<file path="src/rtl/tdc_therm_encoder.sv">
// tdc_therm_encoder: samples delay-line taps, detects the hit edge and emits a coarse/fine timestamp
module tdc_therm_encoder #(
  parameter int NTAPS    = 8,
  parameter int COARSE_W = 16,
  parameter int FINE_W   = $clog2(NTAPS + 1)
) (
  input  logic                clk,
  input  logic                rst_n,
  input  logic [NTAPS-1:0]    taps,
  input  logic                arm,
  output logic                ts_valid,
  input  logic                ts_ready,
  output logic [COARSE_W-1:0] ts_coarse,
  output logic [FINE_W-1:0]   ts_fine,
  output logic                overflow,
  output logic                busy
);
  typedef enum logic [1:0] {IDLE, ARMED, WAIT_CLEAR} state_t;
  state_t state, nxt;
  logic [COARSE_W-1:0] cnt, c1, c2;
  logic [NTAPS-1:0] s1, s2;
  logic p0, hit, take, room, clear;
  logic [FINE_W-1:0] pop;
  assign hit   = s2[0] && !p0;
  assign clear = s2 == '0;
  assign take  = state == ARMED && arm && hit;
  assign room  = !ts_valid || ts_ready;
  // popcount over every tap so isolated bubbles cannot shift the fine value
  always_comb begin
    pop = '0;
    for (int i = 0; i < NTAPS; i++) pop = pop + FINE_W'(s2[i]);
  end
  // next state: arm=0 only aborts ARMED; dead-time always waits for the line to clear
  always_comb begin
    nxt = state;
    case (state)
      IDLE:       nxt = arm ? ARMED : IDLE;
      ARMED:      nxt = !arm ? IDLE : hit ? WAIT_CLEAR : ARMED;
      WAIT_CLEAR: nxt = !clear ? WAIT_CLEAR : arm ? ARMED : IDLE;
      default:    nxt = IDLE;
    endcase
  end
  // two-flop capture of the asynchronous taps alongside the free-running coarse count
  always_ff @(posedge clk or negedge rst_n) begin
    if (!rst_n) begin
      cnt <= '0;
      s1  <= '0;
      s2  <= '0;
      c1  <= '0;
      c2  <= '0;
      p0  <= 1'b0;
    end else begin
      cnt <= cnt + COARSE_W'(1);
      s1  <= taps;
      c1  <= cnt;
      s2  <= s1;
      c2  <= c1;
      p0  <= s2[0];
    end
  end
  // sequencer and one-deep output register; a hit that finds it full is dropped and flagged
  always_ff @(posedge clk or negedge rst_n) begin
    if (!rst_n) begin
      state     <= IDLE;
      busy      <= 1'b0;
      ts_valid  <= 1'b0;
      ts_coarse <= '0;
      ts_fine   <= '0;
      overflow  <= 1'b0;
    end else begin
      state    <= nxt;
      busy     <= nxt == WAIT_CLEAR;
      overflow <= state == IDLE ? 1'b0 : overflow | (take && !room);
      if (take && room) begin
        ts_valid  <= 1'b1;
        ts_coarse <= c2;
        ts_fine   <= pop;
      end else if (ts_valid && ts_ready) begin
        ts_valid <= 1'b0;
      end
    end
  end
endmodule

</file>
<file path="config.mk">
export PLATFORM = sky130hd
export DESIGN_NAME = tdc_therm_encoder
export DESIGN_NICKNAME = d
export VERILOG_FILES = /design/src/rtl/tdc_therm_encoder.sv
export SDC_FILE = /design/constraint.sdc
export NUM_CORES = 1
export LEC_CHECK = 0
export ABC_AREA = 0
export CORE_MARGIN = 3
export CORE_UTILIZATION = 59
export CTS_CLUSTER_SIZE = 10
export DETAILED_ROUTE_END_ITERATION = 8
export HOLD_SLACK_MARGIN = 0.15
export PLACE_DENSITY = 0.83
export SLEW_MARGIN = 0
export SYNTH_ARGS = -nofsm -noshare
export SYNTH_HDL_FRONTEND = slang
export SYNTH_SLANG_ARGS = --single-unit
export TNS_END_PERCENT = 100
</file>
<file path="constraint.sdc">
create_clock -name clk -period 5 [get_ports clk]
set_input_delay 0.5 -clock clk [delete_from_list [all_inputs] [get_ports clk]]
set_output_delay 0.5 -clock clk [all_outputs]
set_load 0.03 [all_outputs]
</file>
==> results.sh <==
export IMPL_crit_arrival_ns=3.29
export IMPL_syn_nets=209
export IMPL_reg2reg_slack_ns=1.93
export IMPL_nFillCells=320
export IMPL_hold_violations=0
export IMPL_wl_per_cell_um=14.8
export IMPL_port_buffers=34
export IMPL_fmax_mhz=326
export IMPL_syn_avg_cell_area_um2=16.9
export IMPL_cts_root_buf="clkbuf_8"
export IMPL_ys_seq_area_share_pct=70.8
export IMPL_synth_distinct_cells=27
export IMPL_htreeDepth=3
export IMPL_vias=1495
export IMPL_rr_startpoint="s2[0]"
export IMPL_final_common_cell="dfrtp_1"
export IMPL_cts_buffers=9
export IMPL_final_net_count=251
export IMPL_pre_cts_slack_ns=1.93
export IMPL_clkTransAtPathRegs_ns=0.08
export IMPL_fin_cells=303
export IMPL_die_area_um2=6310
export IMPL_clock_sinks=90
export IMPL_hp_class="in -> async"
export IMPL_seq_area_um2=2250
export IMPL_io_pins=35
export IMPL_drive_gt1_share_pct=17.2
export IMPL_layout_setup_ws_ns=1.93
export IMPL_clock_path_buffers=2
export IMPL_postCtsHoldBufs=0
export IMPL_min_period_over_period_pct=61.3
export IMPL_skew_ns=0.00926
export IMPL_n_antenna_cell=0
export IMPL_drtPass1Iterations=4
export IMPL_crit_type="reg -> reg"
export IMPL_post_route_min_period_ns=3.07
export IMPL_leakagePower_nw=1.84
export IMPL_fp_coreArea_um2=5170
export IMPL_cp_start_kind="register"
export IMPL_rr_worst_depth=10
export IMPL_die_w_um=79.4
export IMPL_post_synth_inst_count=188
export IMPL_finalWeightedCongestion=0.783
export IMPL_p_per_area_nw_per_um2=429
export IMPL_drcViolationCount=0
export IMPL_worstSetupStartpoint="s2[0]"
export IMPL_via_per_inst=4.93
export IMPL_grt_pass1_vias=1644
export IMPL_ys_ff_latch=90
export IMPL_routed_wl_mm=4.50
export IMPL_dp_cells=289
export IMPL_grt_max_degree=91
export IMPL_holdWs_ns=0.329
export IMPL_slew_violations=0
export IMPL_setup_tns_ns=0
export IMPL_area_growth_pct=17.9
export IMPL_rows=26
export IMPL_synth_main_ff_cell="dfrtp_1"
export IMPL_setup_viol=0
export IMPL_worst_pin_slew_ns=1.05
export IMPL_reg2reg_to="ts_fine[2]"
export IMPL_die_h_um=79.4
export IMPL_grt_antenna_before_repair=0
export IMPL_max_cap_violations=0
export IMPL_start_util_pct=61.5
export IMPL_yosysWarningCount=0
export IMPL_synthArstFlopShare_pct=100
export IMPL_endpoint="ts_fine[2]"
export IMPL_track_usage_pct=16.8
export IMPL_synth_edf_count=0
export IMPL_cp_required_ns=5.23
export IMPL_tritoncts="built"
export IMPL_layout_common_cells="90 x dfrtp_1, 33 x clkdlybuf4s50_1, 19 x mux2_4, 16 x inv_1, 11 x clkbuf_8"
export IMPL_grt_pass1_wl_mm=7.82
export IMPL_ant_nets=0
export IMPL_gr_total_overflow=0
export IMPL_rsz0062_at_grt="false"
export IMPL_crit_path_end_kind="register"
export IMPL_cts_resized=0
export IMPL_drt_iter0_drc=68
export IMPL_relSlewSlack_pct=30.1
export IMPL_multi_input_area_um2=822
export IMPL_insertion_delay_ns=0.34
export IMPL_path_max_fanout=4
export IMPL_syn_area_um2=3180
export IMPL_post_cts_buffers=0
export IMPL_status="finished clean"
export IMPL_dp_hpwl_mm=2.88
export IMPL_vdd_drop_max_uv=249
[worst min path at each step]
stage / from / endpoint / slack, ns / cells after the start
5_1_grt: c1[11] / c2[11] / 0.36 / 0
2_1_floorplan: rst_n / busy / 0.20 / 0
4_1_cts: c1[15] / c2[15] / 0.35 / 0
6_report: rst_n / ts_fine[0] / 0.33 / 1
3_5_place_dp: c1[13] / c2[13] / 0.33 / 0
3_3_place_gp: c1[12] / c2[12] / 0.33 / 0
[kinds of logic (layout without fill, tap and decap cells)]
kind of cell	Yosys count	count (layout)	synth area share, %
DFF	90	90	70.8
and+or+nand+nor	27	27	5.74
muxes	20	20	9.28
buffers and inverters	19	64	3.38
xor gates and xnor gates	15	15	4.36
adders and majority gates	9	9	4.48
AOI/OAI and AO/OA	8	8	1.97
[state kept, by name, summed over array words and instances, names as in the netlist]
signal / cells
c2: 16
ts_coarse: 16
ts_valid: 1
overflow: 1
busy: 1
s1: 8
ts_fine: 4
c1: 16
cnt: 16
p0: 1
state: 2
s2: 8
[worst max-delay path, stage by stage, from the launching register on]
cell     delay [ns]
dfrtp_1        0.44
fa_1           0.54
inv_1          0.05
fa_1           0.49
fa_1           0.41
inv_1          0.06
ha_1           0.16
inv_1          0.06
fa_1           0.37
xnor2_1        0.13
mux2_4         0.25
[cell type report]
cell class	instances	area share, %
Clock buffer	11	4.04
Inverter	16	1.60
Sequential cell	90	60.0
Timing Repair Buffer	34	9.01
Clock inverter	3	1.07
Multi-Input combinational cell	79	21.9
Tap cell	70	2.33
[synthesized netlist by cell type, types with 2 or more instances]
| cell | number | area, um^2 |
|---|---|---|
| a21oi_1 | 2 | 10.0 |
| a22oi_1 | 2 | 15.0 |
| and3_1 | 7 | 43.8 |
| and3_4 | 2 | 22.5 |
| buf_12 | 2 | 40.0 |
| dfrtp_1 | 90 | 2250 |
| fa_1 | 4 | 80.1 |
| ha_1 | 5 | 62.6 |
| inv_1 | 16 | 60.1 |
| mux2_4 | 19 | 285 |
| nand3_1 | 9 | 45.0 |
| nor2_1 | 2 | 7.51 |
| nor3_1 | 2 | 10.0 |
| xnor2_1 | 10 | 87.6 |
| xor2_1 | 4 | 35.0 |
[report_power, final]
part	switching (mW)	internal [mW]
Sequential	0.0383	0.783
Combinational	0.161	0.154
Clock	0.222	0.251
Total	0.421	1.19
[stage by stage]
| stage | instance area (um^2) | util [%] | power [mW] |
|---|---|---|---|
| after floorplan | 3180 | - | 1.02 |
| after global placement | 3560 | 68.8 | 1.15 |
| after detailed placement | 3560 | 68.8 | 1.15 |
| after CTS | 3750 | 72.5 | 1.63 |
| after global routing | 3750 | 72.5 | 1.68 |
| final | 3750 | 72.5 | 1.61 |
[per-layer routing]
layer	up-vias	global-route usage [%]	share of wire (%)
li1	697	-	-
met1	762	21.0	44
met2	30	26.0	50
met3	6	5.87	4.6
met4	0	8.25	1.4
met5	-	0	0
Note: power is estimated with default switching activity, not from simulation.
